[config.mk]
export PLATFORM = sky130hd
export DESIGN_NAME = csub_seq24
export DESIGN_NICKNAME = d
export VERILOG_FILES = /design/src/rtl/csub_seq24.sv
export SDC_FILE = /design/constraint.sdc
export NUM_CORES = 1
export LEC_CHECK = 0
export CAP_MARGIN = 20
export CORE_ASPECT_RATIO = 0.75
export CORE_UTILIZATION = 54
export CTS_BUF_LIST = sky130_fd_sc_hd__clkbuf_4 sky130_fd_sc_hd__clkbuf_8 sky130_fd_sc_hd__clkbuf_16
export DETAILED_ROUTE_END_ITERATION = 12
export HOLD_SLACK_MARGIN = 0.05
export PLACE_DENSITY = 0.88
export SYNTH_ARGS = -nofsm -noshare
export SYNTH_HDL_FRONTEND = slang
export SYNTH_SLANG_ARGS = --single-unit
[constraint.sdc]
create_clock -name clk -period 6.2 [get_ports clk]
set_clock_uncertainty 0.05 [all_clocks]
set_input_delay 0.62 -clock clk [delete_from_list [all_inputs] [get_ports clk]]
set_output_delay 0.62 -clock clk [all_outputs]
set_load 0.01 [all_outputs]
[src/rtl/csub_seq24.sv]
// Nibble-serial 24-bit subtractor (a - b - bin) sharing one 4-bit carry-lookahead slice.
// Define ABS_DIFF_EN to add a nibble-serial negate pass that returns |a - b - bin|.
module csub_seq24 (
  input  logic        clk,
  input  logic        rst,
  input  logic        in_valid,
  output logic        in_ready,
  input  logic [23:0] a,
  input  logic [23:0] b,
  input  logic        bin,
  output logic        out_valid,
  input  logic        out_ready,
  output logic [23:0] diff,
  output logic        bout,
  output logic        neg
);

`ifdef ABS_DIFF_EN
  typedef enum logic [1:0] {IDLE, RUN, NEG, DONE} state_t;
`else
  typedef enum logic [1:0] {IDLE, RUN, DONE} state_t;
`endif

  state_t      state, state_nx;
  logic [23:0] a_r, b_r, res;
  logic [2:0]  k;
  logic [4:0]  idx;
  logic        carry, bout_r, in_ready_r, out_valid_r;
  logic [3:0]  nib_x, nib_y;
  logic [4:0]  sum;
  logic        accept, last;

  assign idx    = {k, 2'b00};
  assign accept = (state == IDLE) && in_valid && in_ready_r;
  assign last   = (k == 3'd5);

  // Shared slice: subtract pass adds ~b; negate pass adds 0 to ~res with carry seeded to 1.
  always_comb begin
    nib_x = a_r[idx +: 4];
    nib_y = ~b_r[idx +: 4];
`ifdef ABS_DIFF_EN
    if (state == NEG) begin
      nib_x = ~res[idx +: 4];
      nib_y = 4'h0;
    end
`endif
    sum = {1'b0, nib_x} + {1'b0, nib_y} + {4'b0000, carry};
  end

  always_ff @(posedge clk) begin
    if (rst) state <= IDLE;
    else     state <= state_nx;
  end

  always_comb begin
    state_nx = state;
    case (state)
      IDLE: if (accept) state_nx = RUN;
      RUN: if (last) begin
`ifdef ABS_DIFF_EN
        state_nx = sum[4] ? DONE : NEG;
`else
        state_nx = DONE;
`endif
      end
`ifdef ABS_DIFF_EN
      NEG:  if (last) state_nx = DONE;
`endif
      DONE: if (out_ready) state_nx = IDLE;
      default: state_nx = IDLE;
    endcase
  end

  always_ff @(posedge clk) begin
    if (rst) begin
      a_r         <= '0;
      b_r         <= '0;
      res         <= '0;
      k           <= '0;
      carry       <= 1'b0;
      bout_r      <= 1'b0;
      in_ready_r  <= 1'b0;
      out_valid_r <= 1'b0;
    end else begin
      case (state)
        IDLE: begin
          if (accept) begin
            a_r        <= a;
            b_r        <= b;
            k          <= '0;
            carry      <= ~bin;
            in_ready_r <= 1'b0;
          end else begin
            in_ready_r <= 1'b1;
          end
        end
        RUN: begin
          res[idx +: 4] <= sum[3:0];
          carry         <= sum[4];
          k             <= k + 3'd1;
          if (last) begin
            bout_r <= ~sum[4];
            k      <= '0;
`ifdef ABS_DIFF_EN
            if (!sum[4]) carry <= 1'b1;
            else         out_valid_r <= 1'b1;
`else
            out_valid_r <= 1'b1;
`endif
          end
        end
`ifdef ABS_DIFF_EN
        NEG: begin
          res[idx +: 4] <= sum[3:0];
          carry         <= sum[4];
          k             <= k + 3'd1;
          if (last) begin
            k           <= '0;
            out_valid_r <= 1'b1;
          end
        end
`endif
        DONE: begin
          if (out_ready) begin
            out_valid_r <= 1'b0;
            in_ready_r  <= 1'b1;
          end
        end
        default: ;
      endcase
    end
  end

  assign in_ready  = in_ready_r;
  assign out_valid = out_valid_r;
  assign diff      = res;
  assign bout      = bout_r;
  assign neg       = bout_r;

endmodule
Word-level counts from Yosys, hierarchy flattened
Index checks and enable logic that the tools add are counted.
{"block": "word_totals", "reg_bits": 81, "latch_bits": 0, "ramBits": 0, "romBits": 0, "input_bits": 53, "out_inout_bits": 28, "word_cells": 54, "mem_count": 0}
{"block": "classes", "add_sub_neg": 4, "multipliers": 0, "div_mod_pow": 0, "n_lt_le_gt_ge": 0, "eq_ne": 6, "n_shift": 4, "n_mux": 16, "bitwise": 3, "n_reduce_logical": 12}
{"cell": "variable part select 24 x 6 -> 4 bit", "n": 2}
{"cell": "bitwise mux 24 bit", "n": 1}
{"cell": "variable shift 4 x 7 -> 24 bit, first input constant", "n": 1}
{"cell": "variable part select 4 x 7 -> 24 bit", "n": 1}
{"cell": "AND reduction 2 bit", "n": 4}
{"cell": "negator 5 -> 7 bit", "n": 1}
{"cell": "2-to-1 mux 2 bit", "n": 3}
{"cell": "2-to-1 mux 3 bit", "n": 2}
{"cell": "!= test 2 bit, second input constant", "n": 3}
{"cell": "case mux 1 bit (2 select lines)", "n": 3}
{"cell": "case mux 2 bit (3 select lines)", "n": 1}
{"cell": "case mux 3 bit (2 select lines)", "n": 1}
{"cell": "AND reduction 3 bit", "n": 2}
{"cell": "nonzero test 2 bit", "n": 3}
{"cell": "adder 4 x 4 -> 5 bit", "n": 1}
{"cell": "adder 5 x 1 -> 5 bit", "n": 1}
{"cell": "2-to-1 mux 1 bit", "n": 5}
{"cell": "inverter 4 bit", "n": 1}
{"cell": "adder 3 x 1 -> 3 bit, second input constant", "n": 1}
{"cell": "== test 3 bit, second input constant", "n": 1}
{"cell": "== test 2 x 1 -> 1 bit, second input constant", "n": 1}
{"cell": "== test 2 bit, second input constant", "n": 1}
{"cell": "logical AND 1 bit", "n": 2}
{"cell": "zero test 2 bit", "n": 1}
{"cell": "inverter 1 bit", "n": 2}

Depth between registers and ports, before layout
Gate-level depths: netlist of run 1.
{"block": "logic_depth", "ltp_word": 6, "mapped_depth": 12, "mapped_depth_nobuf": 10}

Worst setup path before layout of run 1
Ideal clock, no wire load.
{"block": "synth_path", "kind": "register to register", "start": "register k[0]", "end": "register res[10], in the netlist diff[10]", "t_arrival_ps": 2723, "setup_slack_ps": 3357, "path_stages_with_launch": 11, "path_buffers": 3, "synth_period_minus_slack_ps": 2843, "path_cell_list": "dfxtp_1 buf_6 buf_2 buf_2 mux2i_1 o21ai_0 fa_1 fa_1 xor2_1 or3_1 a21oi_1"}
{"block": "synth_between", "elab_chain_len": 6}
{"item": "start, declared", "line_no": "26", "text": "logic [2:0] k;"}
{"item": "start signal, assigned", "line_no": "100", "text": "k <= k + 3'd1;"}
{"item": "variable part select 24 x 6 -> 4 bit", "line_no": "40", "text": "nib_y = ~b_r[idx +: 4];"}
{"item": "inverter 4 bit", "line_no": "40"}
{"item": "adder 4 x 4 -> 5 bit", "line_no": "47", "text": "sum = {1'b0, nib_x} + {1'b0, nib_y} + {4'b0000, carry};"}
{"item": "adder 5 x 1 -> 5 bit", "line_no": "47"}
{"item": "variable part select 4 x 7 -> 24 bit", "line_no": "98", "text": "res[idx +: 4] <= sum[3:0];"}
{"item": "bitwise mux 24 bit *", "line_no": "98"}
{"item": "end signal, assigned by index", "line_no": "98"}
{"item": "end, declared", "line_no": "25", "text": "logic [23:0] a_r, b_r, res;"}
Every way passes the cells marked *; elsewhere a longest branch is shown, timed or not.
A chain may end at the register's enable or synchronous reset.

Worst setup path in the final report of run 1
{"block": "layout_path", "start": "register k[1]", "end": "register res[6], in the netlist diff[6]"}
Same word-level chain as after synthesis.

==> results.md, run 1 <==
| Stage | Metric | Value |
| --- | --- | --- |
| outcome | Run status | finished, final reports clean |
| sta | Final Worst Setup Slack | 2.97 ns |
| place | Routability-driven placement congestion ratio | 0.895 |
| sta | Hold violation count in the final report | 0 |
| logic synthesis | Unique cell type count in the Yosys netlist | 41 |
| global routing | Leftover overflow at the end of global routing | 0 |
| final layout | Leading cell type in the layout, fill and taps excluded | sky130_fd_sc_hd__nand2_1 |
| logic synthesis | Number of synthesis warnings | 0 |
| detailed routing | DRC violations left | 0 |
| worst setup path | Reg-to-reg critical path startpoint | k[1]$_SDFFE_PP0P_ |
| sta | Slew at the pin with the worst max-slew slack | 0.838 ns |
| sta | Total count of max-transition violations in the final report | 0 |
| logic synthesis | Fraction of registers with async set/reset | 0% |
| sta | Worst hold slack across all endpoints | 0.407 ns |
| die | Die Outline Area | 0.00700 mm2 |
| final layout | Antenna diodes | 0 |
| sta | Max-slew headroom | 44.2% |
| die | Placement row count | 25 |
| place | Number of input and output port buffers inserted | 80 |
| sta | Setup TNS | 0 ns |
| power and ir drop | Internal power summed over all cells | 849 uW |
| final layout | Most frequent cells in the layout | 109 x sky130_fd_sc_hd__nand2_1, 81 x sky130_fd_sc_hd__dfxtp_1, 79 x sky130_fd_sc_hd__clkdlybuf4s50_1 |
| logic synthesis | Sequential area share after synthesis | 45.1% |
| final layout | Number of nets in the layout | 563 |
| die | Width of the chip | 96.3 um |
| logic synthesis | Primary flip-flop cell chosen by synthesis mapping | sky130_fd_sc_hd__dfxtp_1 |
| clock network | Cts-stage hold buffer count | 0 |
| die | Effective utilization at floorplan | 56.4% |
| global routing | Wire length of the first global-routing pass | 14.3 mm |
| power and ir drop | Clock power share | 36.4% |
| worst setup path | Data arrival time of the critical path | 3.40 ns |
| clock network | Number of buffers inserted during clock tree synthesis | 9 |
| logic synthesis | Top cells by area, synth | sky130_fd_sc_hd__dfxtp_1 45%, sky130_fd_sc_hd__nand2_1 11%, sky130_fd_sc_hd__a21oi_1 9.2% |
| worst setup path | Internal reg-to-reg setup slack | 2.97 ns |
| clock network | Insertion delay to the later sink of the worst-skew pair | 0.36 ns |
| worst setup path | Count of cells along the worst register-to-register path | 10 |
| global routing | Number of global-route vias before repair | 2980 |
| logic synthesis | Per-instance average area after synthesis | 8.31 um2 |
| power and ir drop | Total Power Consumption | 1140 uW |
| global routing | Number of antenna violations at the first check in global routing | 0 |
| final layout | Final core utilization | 72.6% |
| final layout | Filler cell count in the final layout | 521 |
| logic synthesis | Post-Syn Instances | 433 |
| power and ir drop | Share of total power in sequential cells | 48.6% |
| clock network | Number of gates resized after CTS | 0 |
| global routing | Largest net degree at the start of global routing | 88 |
| logic synthesis | Number of enable-type register cells in the synthesized netlist | 0 |
| detailed routing | Average via count per standard cell | 5.60 |
| clock network | Clk pin slew, worst setup/hold paths | 0.08 ns |
| worst setup path | Crit. End Element | flip-flop |
| sta | # setup viols final | 0 |
| die | Io pins | 81 |
| detailed routing | Final WL | 8.99 mm |
| sta | Unrepaired setup endpoints after global routing | no |
| detailed routing | Remaining antenna violation count after routing | 0 |
| detailed routing | DR pass1 iterations | 4 |
| worst setup path | CP max FO | 12 |
| clock network | Num Clock Sinks | 81 |
| detailed routing | Number of violations reported at the end of detailed-routing iteration 0 | 266 |
| detailed routing | Vias after detailed routing | 3276 |
| worst setup path | Endpoint of the worst-slack reg-to-reg timing path | diff[6]$_SDFFE_PP0P_ |
| worst setup path | Critical Setup Path Class | flip-flop to flip-flop |
| die | Area inside the core boundary | 0.00638 mm2 |
| power and ir drop | Worst supply voltage drop on vdd | 186 uV |
| clock network | Worst-case clock buffer depth | 2 |
| die | Die height | 72.7 um |
| worst setup path | Timing endpoint of the critical path | diff[6]$_SDFFE_PP0P_ |
| worst setup path | CP startpoint | k[1]$_SDFFE_PP0P_ |
| place | Post-Place Setup Slack | 3.21 ns |
| power and ir drop | Switching fraction of total power | 25.7% |
| clock network | Number of H-tree branching levels | 3 |
| power and ir drop | Gate power share | 15.0% |
| logic synthesis | Net count after synthesis | 497 |
| final layout | Layout cell share with drive strength beyond 1 | 6.35% |
| logic synthesis | Netlist area before placement | 0.00360 mm2 |
| worst setup path | Required time at the endpoint of the critical path | 6.37 ns |
| power and ir drop | Sw Pwr | 293 uW |
| detailed routing | Average wire per cell in the routed design | 15.4 um |
| logic synthesis | Biggest area consumer among synthesized cells | sky130_fd_sc_hd__dfxtp_1 |
| place | Dpl hpwl | 6.18 mm |
| final layout | Layout overhead on the synthesized area | 28.8% |
| job | Number of max-capacitance violations reported | 0 |
| clock network | Buffer cell driving the clock tree root | sky130_fd_sc_hd__clkbuf_8 |
| logic synthesis | Area share of the largest cell type after synthesis | 45.1% |
| clock network | Postcts setup bufs | 0 |
| sta | Share of the cycle needed by the critical path after routing | 52.1% |
| sta | Clock period minus final worst setup slack | 3.23 ns |
| worst setup path | CP startpoint kind | flip-flop |
| power and ir drop | Leakage power | 0.00166 uW |
| clock network | CTS tree | yes |
| power and ir drop | Cell Pwr Density | 247 mW/mm2 |
| sta | Maximum clock rate | 310 MHz |
| logic synthesis | Number of synthesized register bits | 81 |
| global routing | Total routing usage reported by global routing | 27.2% |
| hold path | Min-delay worst type | flip-flop to flip-flop |
worst max-delay path: stages (launching register included):
cell                      delay [ns]
sky130_fd_sc_hd__dfxtp_1        0.61
sky130_fd_sc_hd__inv_1          0.16
sky130_fd_sc_hd__nand2_1        0.26
sky130_fd_sc_hd__o22a_1         0.18
sky130_fd_sc_hd__o21ai_0        0.10
sky130_fd_sc_hd__fa_1           0.42
sky130_fd_sc_hd__fa_1           0.43
sky130_fd_sc_hd__xor2_1         0.46
sky130_fd_sc_hd__nor2_1         0.16
sky130_fd_sc_hd__mux2i_1        0.19
sky130_fd_sc_hd__nor2_1         0.06
logic make-up after synthesis:
group | synth area share (%)
xor gates and xnor gates | 0.487
and+or+nand+nor | 22.8
adders and majority gates | 4.24
DFF | 45.1
muxes | 9.18
buffers and inverters | 4.14
AOI/OAI and AO/OA | 14.0
worst min path at each step:
| stage | slack (ns) | endpoint | cells past startpoint | startpoint |
|---|---|---|---|---|
| final | 0.41 | a_r[16]$_SDFFE_PP0P_ | 2 | a_r[16]$_SDFFE_PP0P_ |
| after global routing | 0.43 | a_r[14]$_SDFFE_PP0P_ | 2 | a_r[14]$_SDFFE_PP0P_ |
| after CTS | 0.41 | a_r[16]$_SDFFE_PP0P_ | 2 | a_r[16]$_SDFFE_PP0P_ |
| after detailed placement | 0.40 | a_r[16]$_SDFFE_PP0P_ | 2 | a_r[16]$_SDFFE_PP0P_ |
| after global placement | 0.39 | b_r[6]$_SDFFE_PP0P_ | 2 | b_r[6]$_SDFFE_PP0P_ |
| after floorplan | 0.38 | a_r[10]$_SDFFE_PP0P_ | 2 | a_r[10]$_SDFFE_PP0P_ |
layout make-up:
cell class,count,area [um2],area share (%)
timing repair buffer,84,826,17.8
clock buffer,10,131,2.84
multi-input combinational,317,1850,39.9
tap,81,101,2.19
sequential,81,1620,35.0
clock inverter,6,82.6,1.78
inverter,6,22.5,0.486
synthesized netlist by cell type (all sizes together) (2+ instances only):
master  instances
nand2         109
dfxtp          81
a21oi          66
nor2           35
mux2i          24
clkbuf         22
ha              9
or3             9
o21ai           8
buf             7
nand3b          6
nor3            6
inv             5
nand2b          5
a211oi          4
mux4            4
o41ai           4
nand4           3
o22ai           3
fa              2
nor2b           2
or2             2
or4             2
through the flow:
step	cells	instance area, um2
after floorplan	433	3600
after global placement	569	4420
after detailed placement	569	4420
after CTS	585	4630
after global routing	585	4630
final	585	4630
state kept, by name, indices dropped and copies added (netlist names):
name	flops
out_valid	1
bout	1
diff	24
in_ready	1
carry	1
k	3
a_r	24
state	2
b_r	24
power by group through the flow:
| stage | Combinational (uW) | Sequential [uW] | Clock, uW |
|---|---|---|---|
| after floorplan | 101 | 563 | 0 |
| after global placement | 162 | 566 | 0 |
| after detailed placement | 167 | 566 | 0 |
| after CTS | 170 | 555 | 417 |
| after global routing | 187 | 557 | 444 |
| final | 171 | 555 | 416 |
layer usage:
metal / share of wire, % / up-vias / track usage, %
li1: - / 1605 / -
met1: 46 / 1524 / 36.5
met2: 44 / 134 / 42.5
met3: 8.5 / 13 / 8.23
met4: 1.4 / 0 / 7.63
met5: 0 / - / 0
(Power assumes the default switching activity.)
==> inputs of run 2 (changes only) <==
--- a/config.mk
+++ b/config.mk
@@ -7,11 +7,11 @@
 export LEC_CHECK = 0
 export CAP_MARGIN = 20
 export CORE_ASPECT_RATIO = 0.75
-export CORE_UTILIZATION = 54
+export CORE_UTILIZATION = 50
 export CTS_BUF_LIST = sky130_fd_sc_hd__clkbuf_4 sky130_fd_sc_hd__clkbuf_8 sky130_fd_sc_hd__clkbuf_16
 export DETAILED_ROUTE_END_ITERATION = 12
 export HOLD_SLACK_MARGIN = 0.05
-export PLACE_DENSITY = 0.88
+export PLACE_DENSITY = 0.82
 export SYNTH_ARGS = -nofsm -noshare
 export SYNTH_HDL_FRONTEND = slang
 export SYNTH_SLANG_ARGS = --single-unit
==> constraint.sdc (replaced) <==
create_clock -name clk -period 3.2 [get_ports clk]
set_clock_uncertainty 0.05 [all_clocks]
set_input_delay 0.32 -clock clk [delete_from_list [all_inputs] [get_ports clk]]
set_output_delay 0.32 -clock clk [all_outputs]
set_load 0.01 [all_outputs]
==> results.md, run 2 (synthesis results as in run 1) <==
| Stage | Metric | Value |
| --- | --- | --- |
| global routing | Wire length of the first global-routing pass | 13.5 mm |
| power and ir drop | Share of total power in sequential cells | 49.7% |
| die | Effective utilization at floorplan | 52.2% |
| sta | Maximum clock rate | 351 MHz |
| worst setup path | Crit. End Element | flip-flop |
| die | Die Outline Area | 0.00754 mm2 |
| power and ir drop | Internal power summed over all cells | 1590 uW |
| final layout | Layout cell share with drive strength beyond 1 | 7.45% |
| worst setup path | CP startpoint kind | flip-flop |
| clock network | Worst-case clock buffer depth | 2 |
| detailed routing | Remaining antenna violation count after routing | 0 |
| sta | Setup TNS | 0 ns |
| final layout | Antenna diodes | 0 |
| die | Die height | 75.5 um |
| global routing | Number of antenna violations at the first check in global routing | 0 |
| detailed routing | Top sig layer | met4 |
| job | Number of max-capacitance violations reported | 0 |
| clock network | Clk pin slew, worst setup/hold paths | 0.08 ns |
| detailed routing | Met2 layer wire length in the routed design | 3.86 mm |
| power and ir drop | Switching fraction of total power | 26.0% |
| die | Io pins | 81 |
| power and ir drop | Total Power Consumption | 2150 uW |
| worst setup path | Data arrival time of the critical path | 3.01 ns |
| detailed routing | Post-route met1 wirelength | 3.91 mm |
| clock network | CTS tree | yes |
| sta | Max-slew headroom | 47.1% |
| worst setup path | Required time at the endpoint of the critical path | 3.37 ns |
| clock network | Buffer cell driving the clock tree root | sky130_fd_sc_hd__clkbuf_8 |
| worst setup path | Crit-path max cell delay | 0.41 ns |
| global routing | Leftover overflow at the end of global routing | 0 |
| detailed routing | Vias after detailed routing | 3217 |
| clock network | Number of H-tree branching levels | 3 |
| outcome | Run status | finished, final reports clean |
| clock network | Number of buffers inserted during clock tree synthesis | 9 |
| power and ir drop | Sw Pwr | 560 uW |
| die | Area inside the core boundary | 0.00690 mm2 |
| detailed routing | Routed wire length on met3 | 455 um |
| clock network | Postcts setup bufs | 0 |
| clock network | Cts-stage hold buffer count | 0 |
| worst setup path | Cells along the critical path | buf_4 > mux2i_1 > o22a_1 > o21ai_0 > fa_1 > fa_1 > xor2_1 > nor2_1 > mux2i_1 > nor2_1 |
| clock network | Insertion delay to the later sink of the worst-skew pair | 0.35 ns |
| sta | Share of the cycle needed by the critical path after routing | 89.0% |
| final layout | Multi-input gate area | 0.00185 mm2 |
| power and ir drop | Clock power share | 34.7% |
| final layout | Area occupied by registers | 0.00162 mm2 |
| place | Dpl hpwl | 6.23 mm |
| detailed routing | DR pass1 iterations | 5 |
| worst setup path | Critical Setup Path Class | flip-flop to flip-flop |
| detailed routing | Average wire per cell in the routed design | 13.7 um |
| die | Width of the chip | 100 um |
| sta | # setup viols final | 0 |
| global routing | Largest net degree at the start of global routing | 43 |
| clock network | Num Clock Sinks | 81 |
| detailed routing | Number of violations reported at the end of detailed-routing iteration 0 | 165 |
| power and ir drop | Worst supply voltage drop on vdd | 253 uV |
| final layout | Filler cell count in the final layout | 586 |
| sta | Clock period minus final worst setup slack | 2.85 ns |
| sta | Unrepaired setup endpoints after global routing | no |
| power and ir drop | Cell Pwr Density | 459 mW/mm2 |
| detailed routing | Final WL | 8.31 mm |
| detailed routing | DRC violations left | 0 |
| worst setup path | CP max FO | 12 |
| place | Number of input and output port buffers inserted | 80 |
| sta | Slew at the pin with the worst max-slew slack | 0.792 ns |
| clock network | Number of gates resized after CTS | 0 |
| final layout | Number of nets in the layout | 569 |
| final layout | Leading cell type in the layout, fill and taps excluded | sky130_fd_sc_hd__nand2_1 |
| die | Placement row count | 26 |
| power and ir drop | Gate power share | 15.5% |
| global routing | Total routing usage reported by global routing | 23.2% |
| detailed routing | Average via count per standard cell | 5.29 |
| final layout | Most frequent cells in the layout | 109 x sky130_fd_sc_hd__nand2_1, 81 x sky130_fd_sc_hd__dfxtp_1, 79 x sky130_fd_sc_hd__clkdlybuf4s50_1 |
| sta | Hold violation count in the final report | 0 |
| final layout | Layout overhead on the synthesized area | 30.6% |
| sta | Total count of max-transition violations in the final report | 0 |
| worst setup path | Critical Path Slowest Stage Cell | sky130_fd_sc_hd__fa_1 |
| power and ir drop | Leakage power | 0.00168 uW |
| hold path | Min-delay worst type | primary input to flip-flop |
| global routing | Number of global-route vias before repair | 2900 |
| place | Routability-driven placement congestion ratio | 0.913 |
-- run 2: critical path: cells and delay by family, from the launching register on --
kind	cells	cell delay [ns]
adders and majority gates	2	0.82
muxes	2	0.43
xor gates and xnor gates	1	0.38
DFF	1	0.35
AOI/OAI and AO/OA	2	0.25
buffers and inverters	1	0.23
and+or+nand+nor	2	0.20
-- run 2: power by group through the flow --
stage / logic (uW) / registers [uW] / clock network (uW)
3_5_place_dp: 334 / 1100 / 0
2_1_floorplan: 196 / 1090 / 0
6_report: 334 / 1070 / 748
3_3_place_gp: 327 / 1090 / 0
5_1_grt: 366 / 1080 / 807
4_1_cts: 335 / 1070 / 759
-- run 2: worst paths after layout --
path / startpoint / endpoint / slack (ns) / cells after the start
min reg2reg: diff[12]$_SDFFE_PP0P_ / diff[12]$_SDFFE_PP0P_ / 0.40 / 2
max: k[0]$_SDFFE_PP0P_ / diff[22]$_SDFFE_PP0P_ / 0.35 / 10
max reg2reg: k[0]$_SDFFE_PP0P_ / diff[22]$_SDFFE_PP0P_ / 0.35 / 10
min: rst / diff[4]$_SDFFE_PP0P_ / 0.37 / 2
-- run 2: final cells by class --
| cell class | instances | area share (%) |
|---|---|---|
| Sequential cell | 81 | 34.5 |
| Timing Repair Buffer | 90 | 18.8 |
| Tap cell | 98 | 2.61 |
| Inverter | 6 | 0.479 |
| Multi-Input combinational cell | 317 | 39.3 |
| Clock buffer | 11 | 3.09 |
| Clock inverter | 5 | 1.17 |
-- run 2: per-layer routing --
layer  track usage (%)  up-vias
li1                  -     1620
met1              30.1     1480
met2              39.3      108
met3              5.78        9
met4              6.05        0
met5                 0        -
-- run 2: stage by stage --
| step | hold WS [ns] | worst slack, ns | area (um2) | util (%) | instances |
|---|---|---|---|---|---|
| 6_report | 0.368 | 0.353 | 4700 | 68.1 | 608 |
| 5_1_grt | 0.387 | 0.172 | 4700 | 68.1 | 608 |
| 4_1_cts | 0.355 | 0.348 | 4700 | 68.1 | 608 |
| 3_5_place_dp | 0.397 | 0.326 | 4500 | 65.2 | 592 |
| 3_3_place_gp | 0.390 | 0.431 | 4500 | 65.2 | 592 |
| 2_1_floorplan | 0.376 | 0.357 | 3600 | - | 433 |
==> inputs of run 3 (changes only) <==
--- a/config.mk
+++ b/config.mk
@@ -6,8 +6,10 @@
 export NUM_CORES = 1
 export LEC_CHECK = 0
 export CAP_MARGIN = 20
+export CELL_PAD_IN_SITES_DETAIL_PLACEMENT = 0
+export CELL_PAD_IN_SITES_GLOBAL_PLACEMENT = 2
 export CORE_ASPECT_RATIO = 0.75
-export CORE_UTILIZATION = 50
+export CORE_UTILIZATION = 29
 export CTS_BUF_LIST = sky130_fd_sc_hd__clkbuf_4 sky130_fd_sc_hd__clkbuf_8 sky130_fd_sc_hd__clkbuf_16
 export DETAILED_ROUTE_END_ITERATION = 12
 export HOLD_SLACK_MARGIN = 0.05
==> results.md, run 3 (synthesis results as in run 1) <==
| Stage | Metric | Value |
| --- | --- | --- |
| outcome | Run status | finished, final reports clean |
| die | Effective utilization at floorplan | 30.4% |
| final layout | Antenna diodes | 0 |
| global routing | Wire length of the first global-routing pass | 15.4 mm |
| global routing | Leftover overflow at the end of global routing | 0 |
| detailed routing | Remaining antenna violation count after routing | 0 |
| global routing | Total routing usage reported by global routing | 15.3% |
| detailed routing | Average wire per cell in the routed design | 13.8 um |
| die | Io pins | 81 |
| sta | Maximum clock rate | 351 MHz |
| place | Dpl hpwl | 6.80 mm |
| final layout | Number of nets in the layout | 568 |
| place | Routability-driven placement congestion ratio | 0.827 |
| sta | Share of the cycle needed by the critical path after routing | 89.1% |
| die | Die Outline Area | 0.0129 mm2 |
| worst setup path | Crit. End Element | flip-flop |
| detailed routing | DR pass1 iterations | 4 |
| clock network | Insertion delay to the later sink of the worst-skew pair | 0.33 ns |
| final layout | Layout overhead on the synthesized area | 36.8% |
| worst setup path | Required time at the endpoint of the critical path | 3.33 ns |
| final layout | Final core utilization | 41.6% |
| sta | Clock period minus final worst setup slack | 2.85 ns |
| final layout | Filler cell count in the final layout | 1215 |
| final layout | Non-Filler Cell Area, Final | 0.00492 mm2 |
| final layout | Layout cell share with drive strength beyond 1 | 7.10% |
| global routing | Largest net degree at the start of global routing | 58 |
| detailed routing | Number of violations reported at the end of detailed-routing iteration 0 | 156 |
| clock network | Number of H-tree branching levels | 3 |
| global routing | Number of antenna violations at the first check in global routing | 0 |
| die | Placement row count | 34 |
| clock network | Clk pin slew, worst setup/hold paths | 0.06 ns |
| worst setup path | CP startpoint kind | flip-flop |
| worst setup path | Data arrival time of the critical path | 2.98 ns |
| worst setup path | CP max FO | 14 |
| hold path | Min-delay worst type | flip-flop to flip-flop |
| worst setup path | Critical Setup Path Class | flip-flop to flip-flop |
| detailed routing | DRC violations left | 0 |
| power and ir drop | Total Power Consumption | 2510 uW |
| worst setup path | Internal reg-to-reg setup slack | 0.35 ns |
| clock network | Buffer cell driving the clock tree root | sky130_fd_sc_hd__clkbuf_16 |
| sta | Final Worst Setup Slack | 0.349 ns |
| worst setup path | Count of cells along the worst register-to-register path | 10 |
| sta | Slew at the pin with the worst max-slew slack | 1.02 ns |
| detailed routing | Average via count per standard cell | 4.68 |
| global routing | Number of global-route vias before repair | 3160 |
| worst setup path | CP startpoint | k[0]$_SDFFE_PP0P_ |
| worst setup path | Timing endpoint of the critical path | diff[6]$_SDFFE_PP0P_ |
| final layout | Most frequent cells in the layout | 109 x sky130_fd_sc_hd__nand2_1, 81 x sky130_fd_sc_hd__dfxtp_1, 79 x sky130_fd_sc_hd__clkdlybuf4s50_1 |
| sta | Hold violation count in the final report | 0 |
| worst setup path | Endpoint of the worst-slack reg-to-reg timing path | diff[6]$_SDFFE_PP0P_ |
| worst setup path | Reg-to-reg critical path startpoint | k[0]$_SDFFE_PP0P_ |
| sta | # setup viols final | 0 |
| detailed routing | Vias after detailed routing | 3133 |
| place | Number of input and output port buffers inserted | 80 |
| clock network | Number of buffers inserted during clock tree synthesis | 9 |
| die | Width of the chip | 131 um |
| detailed routing | Final WL | 9.26 mm |
| clock network | Worst-case clock buffer depth | 2 |
| clock network | CTS tree | yes |
| power and ir drop | Leakage power | 0.00175 uW |
| power and ir drop | Cell Pwr Density | 509 mW/mm2 |
| place | Post-placement cell area | 0.00460 mm2 |
| place | Post-Place Setup Slack | 0.167 ns |
| final layout | Leading cell type in the layout, fill and taps excluded | sky130_fd_sc_hd__nand2_1 |
| sta | Total count of max-transition violations in the final report | 0 |
| power and ir drop | Worst supply voltage drop on vdd | 263 uV |
| sta | Setup TNS | 0 ns |
| die | Die height | 98.5 um |
| job | Number of max-capacitance violations reported | 0 |
| sta | Unrepaired setup endpoints after global routing | no |
| die | Area inside the core boundary | 0.0118 mm2 |
| sta | Max-slew headroom | 31.9% |
| clock network | Num Clock Sinks | 81 |
[run 3: cell types whose count changed in the layout (fill, tap and decap cells not counted), sizes merged]
cell	previous run	this run
clkinvlp	2	0
clkinv	3	2
buf	11	10
bufinv	1	2
[run 3: power by group]
group	total (uW)	switching, uW	internal [uW]
sequential	1070	24.5	1050
combinational	344	180	164
clock	1090	374	715
total	2510	579	1930
[run 3: cell type report]
class	count	area, um2	share of cell area, %
sequential	81	1620	33.0
timing repair buffer	89	901	18.3
inverter	6	22.5	0.458
clock buffer	11	253	5.14
tap	162	203	4.12
multi-input combinational	317	1860	37.7
clock inverter	3	65.1	1.32
[run 3: worst min path at each step]
stage                                    start                     to  slack (ns)  depth (start not counted)
final                     b_r[12]$_SDFFE_PP0P_   b_r[12]$_SDFFE_PP0P_        0.40                          2
after floorplan                            rst  diff[15]$_SDFFE_PP0P_        0.38                          1
after global placement    diff[8]$_SDFFE_PP0P_   diff[8]$_SDFFE_PP0P_        0.39                          2
after detailed placement  b_r[13]$_SDFFE_PP0P_   b_r[13]$_SDFFE_PP0P_        0.40                          2
after CTS                  a_r[7]$_SDFFE_PP0P_    a_r[7]$_SDFFE_PP0P_        0.41                          2
after global routing      a_r[12]$_SDFFE_PP0P_   a_r[12]$_SDFFE_PP0P_        0.43                          2
[run 3: metal layers]
layer | up-vias | part of all wire (%) | global-route usage [%]
met5 | - | 0 | 0
met4 | 0 | 0.81 | 3.45
met3 | 8 | 4.5 | 3.85
met2 | 69 | 42 | 23.3
met1 | 1438 | 52 | 21.7
li1 | 1618 | - | -
[run 3: repair_timing]
| item | 4_1_cts | 5_1_grt |
|---|---|---|
| setup buffers | 0 | 0 |
| hold buffers | 0 | 0 |
| setup endpoints to repair | 0 | 2 |
| gates resized for setup | 0 | 1 |
[run 3: stage by stage]
stage,std cells,hold WS (ns)
after global routing,669,0.426
after CTS,669,0.407
after global placement,655,0.391
after detailed placement,655,0.399
final,669,0.403
after floorplan,433,0.376
[run 3: critical path, stage by stage (launching register included)]
cell and delay, ns:
sky130_fd_sc_hd__dfxtp_1 0.33, sky130_fd_sc_hd__buf_4 0.26, sky130_fd_sc_hd__mux2i_1 0.26, sky130_fd_sc_hd__o22a_1 0.15, sky130_fd_sc_hd__o21ai_0 0.13, sky130_fd_sc_hd__fa_1 0.43
sky130_fd_sc_hd__fa_1 0.45, sky130_fd_sc_hd__xor2_2 0.32, sky130_fd_sc_hd__nor2_1 0.12, sky130_fd_sc_hd__mux2i_1 0.15, sky130_fd_sc_hd__nor2_1 0.05
